## src/rtl/sys_uart_tx.sv

```systemverilog
// sys_uart_tx: memory-mapped 8N1 UART transmitter with a TX FIFO and programmable bit period.
// Define SYS_UART_TX_IRQ_EN to build the transmit-done level interrupt (CTRL bit1, irq_o).
module sys_uart_tx #(
    parameter int unsigned FifoDepth    = 8,
    parameter logic [15:0] DefaultDiv   = 16'd867,
    parameter int unsigned DataWidth    = 32,
    parameter int unsigned AddressWidth = 32
) (
    input  logic                    clk_i,
    input  logic                    rst_ni,
    input  logic                    dev_req_i,
    input  logic                    dev_we_i,
    input  logic [3:0]              dev_be_i,
    input  logic [AddressWidth-1:0] dev_addr_i,
    input  logic [DataWidth-1:0]    dev_wdata_i,
    output logic                    dev_rvalid_o,
    output logic [DataWidth-1:0]    dev_rdata_o,
    output logic                    dev_err_o,
    output logic                    tx_o,
    output logic                    irq_o
);
    localparam int unsigned PtrW = $clog2(FifoDepth);

    typedef enum logic [1:0] {IDLE, START, DATA, STOP} state_e;

    state_e          state_q, state_d;
    logic [7:0]      fifo_mem [FifoDepth];
    logic [PtrW:0]   wptr_q, rptr_q, level;
    logic            full, empty, busy, push, pop;
    logic [15:0]     baud_q, div_q, div_d, cnt_q, cnt_d;
    logic [7:0]      shift_q, shift_d;
    logic [2:0]      idx_q, idx_d;
    logic            tx_en_q, irq_en;
    logic [9:0]      off;
    logic            wr, sel_ok, err_d;
    logic [31:0]     status, rdata_d;
    logic            unused;

    assign unused = ^{dev_addr_i[AddressWidth-1:10], dev_wdata_i[DataWidth-1:16], dev_be_i[3:2]};

    // Pointers carry an extra wrap bit; the difference is the level and saturates at FifoDepth.
    assign level  = wptr_q - rptr_q;
    assign empty  = wptr_q == rptr_q;
    assign full   = (wptr_q ^ rptr_q) == {1'b1, {PtrW{1'b0}}};
    assign busy   = state_q != IDLE;
    assign status = {16'd0, 8'(level), 5'd0, busy, empty, full};

    assign off     = dev_addr_i[9:0];
    assign wr      = dev_req_i & dev_we_i;
    assign sel_ok  = off inside {10'h0, 10'h4, 10'h8, 10'hC};
    assign push    = wr & (off == 10'h0) & dev_be_i[0] & ~full;
    assign err_d   = dev_req_i & (~sel_ok | (dev_we_i & off == 10'h4) |
                                  (wr & off == 10'h0 & dev_be_i[0] & full));
    assign rdata_d = (~dev_req_i | dev_we_i) ? 32'd0 :
                     off == 10'h4 ? status :
                     off == 10'h8 ? {16'd0, baud_q} :
                     off == 10'hC ? {30'd0, irq_en, tx_en_q} : 32'd0;

    always_ff @(posedge clk_i or negedge rst_ni) begin
        if (!rst_ni) begin
            dev_rvalid_o <= 1'b0;
            dev_err_o    <= 1'b0;
            dev_rdata_o  <= '0;
            baud_q       <= DefaultDiv;
            tx_en_q      <= 1'b0;
            wptr_q       <= '0;
            rptr_q       <= '0;
        end else begin
            dev_rvalid_o <= dev_req_i;
            dev_err_o    <= err_d;
            dev_rdata_o  <= rdata_d;
            if (wr & off == 10'h8 & dev_be_i[0]) baud_q[7:0] <= dev_wdata_i[7:0];
            if (wr & off == 10'h8 & dev_be_i[1]) baud_q[15:8] <= dev_wdata_i[15:8];
            if (wr & off == 10'hC & dev_be_i[0]) tx_en_q <= dev_wdata_i[0];
            if (push) wptr_q <= wptr_q + 1'b1;
            if (pop) rptr_q <= rptr_q + 1'b1;
        end
    end

    always_ff @(posedge clk_i) begin
        if (push) fifo_mem[wptr_q[PtrW-1:0]] <= dev_wdata_i[7:0];
    end

    always_ff @(posedge clk_i or negedge rst_ni) begin
        if (!rst_ni) begin
            state_q <= IDLE;
            cnt_q   <= '0;
            div_q   <= '0;
            shift_q <= '0;
            idx_q   <= '0;
        end else begin
            state_q <= state_d;
            cnt_q   <= cnt_d;
            div_q   <= div_d;
            shift_q <= shift_d;
            idx_q   <= idx_d;
        end
    end

    // Every pop latches the divisor, so BAUD_DIV writes only take effect on the next frame.
    always_comb begin
        state_d = state_q;
        cnt_d   = cnt_q;
        div_d   = div_q;
        shift_d = shift_q;
        idx_d   = idx_q;
        pop     = 1'b0;
        if (state_q == IDLE) begin
            pop = tx_en_q & ~empty;
        end else if (cnt_q != 16'd0) begin
            cnt_d = cnt_q - 16'd1;
        end else begin
            cnt_d = div_q;
            case (state_q)
                START: state_d = DATA;
                DATA: begin
                    shift_d = {1'b0, shift_q[7:1]};
                    idx_d   = idx_q + 3'd1;
                    state_d = idx_q == 3'd7 ? STOP : DATA;
                end
                default: begin
                    pop     = tx_en_q & ~empty;
                    state_d = IDLE;
                end
            endcase
        end
        if (pop) begin
            state_d = START;
            shift_d = fifo_mem[rptr_q[PtrW-1:0]];
            div_d   = baud_q;
            cnt_d   = baud_q;
            idx_d   = 3'd0;
        end
    end

    assign tx_o = state_q == START ? 1'b0 : state_q == DATA ? shift_q[0] : 1'b1;

`ifdef SYS_UART_TX_IRQ_EN
    logic irq_en_q, irq_q;

    always_ff @(posedge clk_i or negedge rst_ni) begin
        if (!rst_ni) begin
            irq_en_q <= 1'b0;
            irq_q    <= 1'b0;
        end else begin
            if (wr & off == 10'hC & dev_be_i[0]) irq_en_q <= dev_wdata_i[1];
            irq_q <= irq_en_q & empty & ~busy;
        end
    end

    assign irq_en = irq_en_q;
    assign irq_o  = irq_q;
`else
    assign irq_en = 1'b0;
    assign irq_o  = 1'b0;
`endif
endmodule

```

## config.mk

```make
export PLATFORM = sky130hd
export DESIGN_NAME = sys_uart_tx
export DESIGN_NICKNAME = d
export VERILOG_FILES = /design/src/rtl/sys_uart_tx.sv
export SDC_FILE = /design/constraint.sdc
export NUM_CORES = 1
export LEC_CHECK = 0
export ABC_AREA = 1
export BUFFER_PORTS_ARGS = -buffer_cell sky130_fd_sc_hd__buf_2
export CAP_MARGIN = 15
export CORE_UTILIZATION = 40
export CTS_CLUSTER_DIAMETER = 100
export CTS_CLUSTER_SIZE = 8
export DETAILED_ROUTE_END_ITERATION = 8
export MAX_ROUTING_LAYER = met4
export PLACE_DENSITY = 0.71
export SETUP_SLACK_MARGIN = 0.05
export SLEW_MARGIN = 20
export SYNTH_ARGS = -nofsm -noshare
export SYNTH_HDL_FRONTEND = slang
export SYNTH_SLANG_ARGS = --single-unit
```

## constraint.sdc

```tcl
create_clock -name clk_i -period 3.4 [get_ports clk_i]
set_input_delay 0.34 -clock clk_i [delete_from_list [all_inputs] [get_ports clk_i]]
set_output_delay 0.34 -clock clk_i [all_outputs]
set_load 0.05 [all_outputs]
```

# ---- After elaboration in Yosys (flattened, before gate mapping)
# Memory sizes are Yosys's and may differ from the RTL's.
# Index checks and enable logic that the tools add are counted.
dict set report word_totals {
  regBits 88
  ramBits 64
  in_bits 72
  out_inout_bits 36
  elab_cells 86
  n_memories 1
}
dict set report op_classes {
  add_sub_neg 5
  n_eq_ne 10
  n_mux 27
  bitwise 21
  reduce_logical 9
}
# memory depth word_bits read_ports rd_ports_with_merged_regs wr line_no
set memory_table {}
lappend memory_table {fifo_mem 8 8 1 0 1 27} ;# logic [7:0] fifo_mem [FifoDepth];
# operator n
set op_table {}
lappend op_table {{16-bit two-way mux} 6}
lappend op_table {{8-bit two-way mux} 4}
lappend op_table {{10-bit by 4-bit equality test with 1-bit output, second input constant} 2}
lappend op_table {{16-bit nonzero test} 1}
lappend op_table {{16-bit by 1-bit subtractor with 16-bit output, second input constant} 1}
lappend op_table {{1-bit bitwise AND} 13}
lappend op_table {{3-bit two-way mux} 4}
lappend op_table {{10-bit by 3-bit equality test with 1-bit output, second input constant} 1}
lappend op_table {{10-bit logical NOT} 1}
lappend op_table {{1-bit two-way mux} 9}
lappend op_table {{4-bit by 1-bit adder with 4-bit output, second input constant} 2}
lappend op_table {{2-bit two-way mux} 3}
lappend op_table {{4-bit equality test} 1}
lappend op_table {{4-bit equality test, second input constant} 1}
lappend op_table {{2-bit inequality test, second input constant} 2}
lappend op_table {{1-bit NOT} 4}
lappend op_table {{2-bit case mux with 2 select lines} 1}
lappend op_table {{2-bit nonzero test} 2}
lappend op_table {{4-bit nonzero test} 1}
lappend op_table {{4-bit subtractor} 1}
lappend op_table {{4-bit XOR} 1}
lappend op_table {{3-bit by 1-bit adder with 3-bit output, second input constant} 1}
lappend op_table {{3-bit equality test, second input constant} 1}
lappend op_table {{1-bit OR} 3}
lappend op_table {{other kinds (6)} 6}

# ---- Longest topological paths before layout
dict set report logic_depth {
  ltp_word 8
  mapped_depth 15
  mapped_depth_nobuf 13
}

# ---- Worst setup path after synthesis
# OpenSTA, ideal clock, no wires.
dict set report synth_path {
  path_kind {reg-to-reg}
  from {register rptr_q[2]}
  to {memory fifo_mem[0][0], enable pin}
  setup_time_ns 0.383
  arrival_time_ns 2.372
  t_required_ns 3.017
  slack_ns 0.644
  stages_incl_launch_ff 12
  n_path_buf 2
  cell_sequence {dfrtp_1 -> clkbuf_1 -> inv_1 -> clkbuf_1 -> ha_1 -> nand2_1 -> nor2_1 -> nand3_1 -> nand4_1 -> inv_1 -> nand2_1 -> nor3_1}
}
dict set report synth_between {
  elab_chain_len 6
}
# element line_no
set synth_lines {}
lappend synth_lines {{from (decl)} 28} ;# logic [PtrW:0] wptr_q, rptr_q, level;
lappend synth_lines {{from (signal assigned)} 76} ;# if (pop) rptr_q <= rptr_q + 1'b1;
lappend synth_lines {{4-bit XOR} 44} ;# assign full = (wptr_q ^ rptr_q) == {1'b1, {PtrW{1'b0}}};
lappend synth_lines {{4-bit equality test} 44}
lappend synth_lines {{1-bit NOT} 51} ;# assign push = wr & (off == 10'h0) & dev_be_i[0] & ~full;
lappend synth_lines {{1-bit bitwise AND} 51}
lappend synth_lines {{1-bit two-way mux} 81} ;# if (push) fifo_mem[wptr_q[PtrW-1:0]] <= dev_wdata_i[7:0];
lappend synth_lines {{1-bit two-way mux (implied by the code)} 81}
lappend synth_lines {{to (decl)} 27}
# No other way between the ends.

# ---- Worst setup path after layout
dict set report layout_path {
  from {register rptr_q[2]}
  to {register rptr_q[2]}
}
dict set report layout_between {
  elab_chain_len 6
}
# element line_no
set layout_lines {}
lappend layout_lines {{4-bit equality test} 43} ;# assign empty = wptr_q == rptr_q;
lappend layout_lines {{1-bit NOT} {109, 122}}
lappend layout_lines {{1-bit bitwise AND} {109, 122}}
lappend layout_lines {{1-bit two-way mux} 114} ;# case (state_q)
lappend layout_lines {{1-bit two-way mux} 110} ;# end else if (cnt_q != 16'd0) begin
lappend layout_lines {{1-bit two-way mux} 108} ;# if (state_q == IDLE) begin
# Parallel ways exist; a longest one is shown, timed or not.
# A chain may end at the register's enable or synchronous reset.

==> results.yml <==
status:
  status: "finished with violations"
  violations: "design-rule violations, negative hold slack"
cells_and_area:
  final_util_pct: 47.1
  nets: 960
  area_delta_synth_final_pct: 14.4
  final_common_cell: "nand2_1"
  final_cell_mix: "203 x nand2_1, 103 x nor2_1, 82 x dfrtp_1"
  diodes: 0
  drive_gt1_share_pct: 16.6
drt:
  antenna_left: 0
  wirelength_um: 15800
  dr.first_iter.drc_count: 456
  routedWlPerCell_um: 14.1
  remaining_drc_errors: 14
  viasPerCell: 4.96
  drt_pre_antenna_iters: 7
  vias: 5545
global_routing:
  grt_pass1_wl_um: 26200
  grt_use_met1_pct: 22.7
  grt_usage_pct: 18.0
  antenna_found_initial: 0
  overflow: 0
  grt_pass1_vias: 5244
  grt_max_degree: 62
  met3_usage_pct: 3.33
  grt_use_met2_pct: 28.8
  grt_busiest_layer: "met2"
floorplanning:
  core_sq_um: 18100
  die_area_sq_um: 19200
  die_y_um: 138
  io_pins: 108
  die_w_um: 138
  initial_core_util_pct: 41.1
  rows: 49
synth:
  synth-seq-cells: 152
  ys_types: 49
  syn_inst: 816
  synth_area_leader_cell: "dfrtp_1"
  syn_area_per_cell_sq_um: 9.12
  ys_warn_count: 0
  ys_seq_area_share_pct: 55.5
  synth_area_leaders: "dfrtp_1 28%, edfxtp_1 26%, nand2_1 10%, nor2_1 5.2%, nand3_1 3.8%"
  synth_top_area_share_pct: 27.6
  synth-edff-count: 64
  synth_ff_type: "dfrtp_1"
  synthesis.area_sq_um: 7440
  async_flop_share_pct: 57.9
timing:
  grt_setup_unrepaired: "false"
  drv_slew: 0
  final-setup-viol-count: 0
  whs_ps: -12.7
  period_share_pct: 79.8
  worst_pin_slew_ps: 791
  fin_skew_ps: 11.9
  fmaxAchievable_ghz: 0.369
  final.setup.tns_ps: 0
  final.min_clock_period_ps: 2710
  hold_viol_final: 5
  slew_headroom_pct: 47.3
worst_setup_path:
  crit_family: "simple AND/OR/NAND/NOR gates"
  cpMostUsedCell: "nand2_1"
  cp_cell_sequence: "inv_1, ha_1, nand2_1, nor2_1, nand2_1, nand2_2, nor2_8, nand2_8, inv_6, nand2_1, xor2_1"
  worst_ep_required_time_ps: 3690
  cp_slowest_cell: "dfrtp_1"
  r2r_end: "rptr_q[2]"
  cp-end-kind: "register"
  endpoint: "rptr_q[2]"
  worstPathMaxFanout: 41
  path_depth: 11
  arrival_ps: 3010
  startpoint_type: "register"
  ff2ff_path_depth: 11
  crit_path_max_incr_delay_ps: 520
  critPathBufInv: 2
  reg2reg_from: "rptr_q[2]"
  crit_start: "rptr_q[2]"
  reg2reg_slack_ps: 690
  crit_type: "reg2reg"
place:
  io_buffers: 50
  gp_congestion: 0.866
  hpwl_um: 10900
clock_network:
  cts_hold_buf: 0
  clk_path_buf_depth: 2
  cts_tree: "yes"
  cts_buffers: 17
  cts_resized: 0
  cts.sinks: 152
  postCtsSetupRepairBufs: 0
  clkTransAtPathRegs_ps: 70
  insertion_delay_ps: 420
  cts-root-buf: "clkbuf_16"
  h-tree-depth: 4
hold_path:
  hold_path_class: "in2async"
pwr:
  p_leak_nw: 3.88
  ir_drop_mv: 0.440
  cellPowerDensity_nw_per_um2: 596
job:
  cap_violations: 0
## per-stage QoR
step | instance area, sq um | power (W) | std cells | hold slack, ps | setup WS [ps]
6_report | 8510 | 0.00507 | 1117 | -12.7 | 687
5_1_grt | 8510 | 0.00533 | 1117 | 52.4 | 462
3_3_place_gp | 7880 | 0.00314 | 1085 | 456 | 766
2_1_floorplan | 7500 | 0.00294 | 832 | 44.4 | 644
4_1_cts | 8510 | 0.00511 | 1117 | 16.2 | 685
3_5_place_dp | 7880 | 0.00316 | 1085 | 460 | 691
## worst min path at each step
stage	start	end	slack, ps	depth (start not counted)
floorplan	rst_ni	baud_q[10]	40	0
global placement	div_q[7]	div_q[7]	460	2
detailed placement	div_q[11]	div_q[11]	460	2
CTS	rst_ni	wptr_q[3]	20	1
global route	rst_ni	wptr_q[3]	50	1
finish	rst_ni	wptr_q[3]	-10	1
## sequential cells by signal, summed over array words and instances (netlist names)
signal and cells:
fifo_mem 64, baud_q 16, cnt_q 16, dev_rdata_o 16, div_q 16, shift_q 8
rptr_q 4, wptr_q 4, idx_q 3, state_q 2, dev_err_o 1, dev_rvalid_o 1
tx_en_q 1
## where the power goes
| group | switching (W) | internal (W) | total (W) |
|---|---|---|---|
| sequential | 0.000127 | 0.00201 | 0.00214 |
| combinational | 0.000675 | 0.000320 | 0.000995 |
| clock | 0.000865 | 0.00107 | 0.00194 |
## synth_stat cells (2+ instances only)
library cell and n:
clkbuf_1 8, o21ai_0 57, nand4_1 8, buf_6 4, a31oi_2 2, nand2_2 5, mux2_2 8, nor2_2 10
a21oi_1 16, o21ai_1 13, dfstp_2 6, buf_4 20, xor2_1 7, nor2_1 103, edfxtp_1 64, ha_1 12
nand3b_1 3, a211oi_1 4, nand2_1 203, nand2_8 2, nand3_1 57, inv_2 2, dfrtp_1 82, a31oi_1 2
xnor2_1 2, o22ai_1 2, buf_2 7, o211ai_1 2, nor3_1 9, nand2_4 2, o21ai_2 5, inv_1 71
nor2_4 2
## layer usage
metal | part of all wire [%] | wire length (um)
met1 | 46 | 7290
met5 | 0 | 0
met2 | 49 | 7730
met3 | 3.1 | 483
met4 | 1.7 | 263
## final cells by class
cell class              instances  area (sq um)
fillers                      1678          9580
flip-flops and latches        152          4130
multi-input cells             565          2820
clock buffers                  17           425
repair buffers                 64           358
inverters                      75           289
well taps                     229           287
clock inverters                15           203
## cell families after synthesis
logic type	Yosys count	share of synthesized area [%]
buffers and inverters	115	7.43
XOR/XNOR	9	1.06
AO/OA/AOI/OAI	109	8.41
flip-flops	152	55.5
AND/OR/NAND/NOR	408	23.9
adder cells (fa/ha/maj)	13	2.29
other	1	0.0504
multiplexers	9	1.35
No activity file was read; power rests on OpenSTA's default activity.
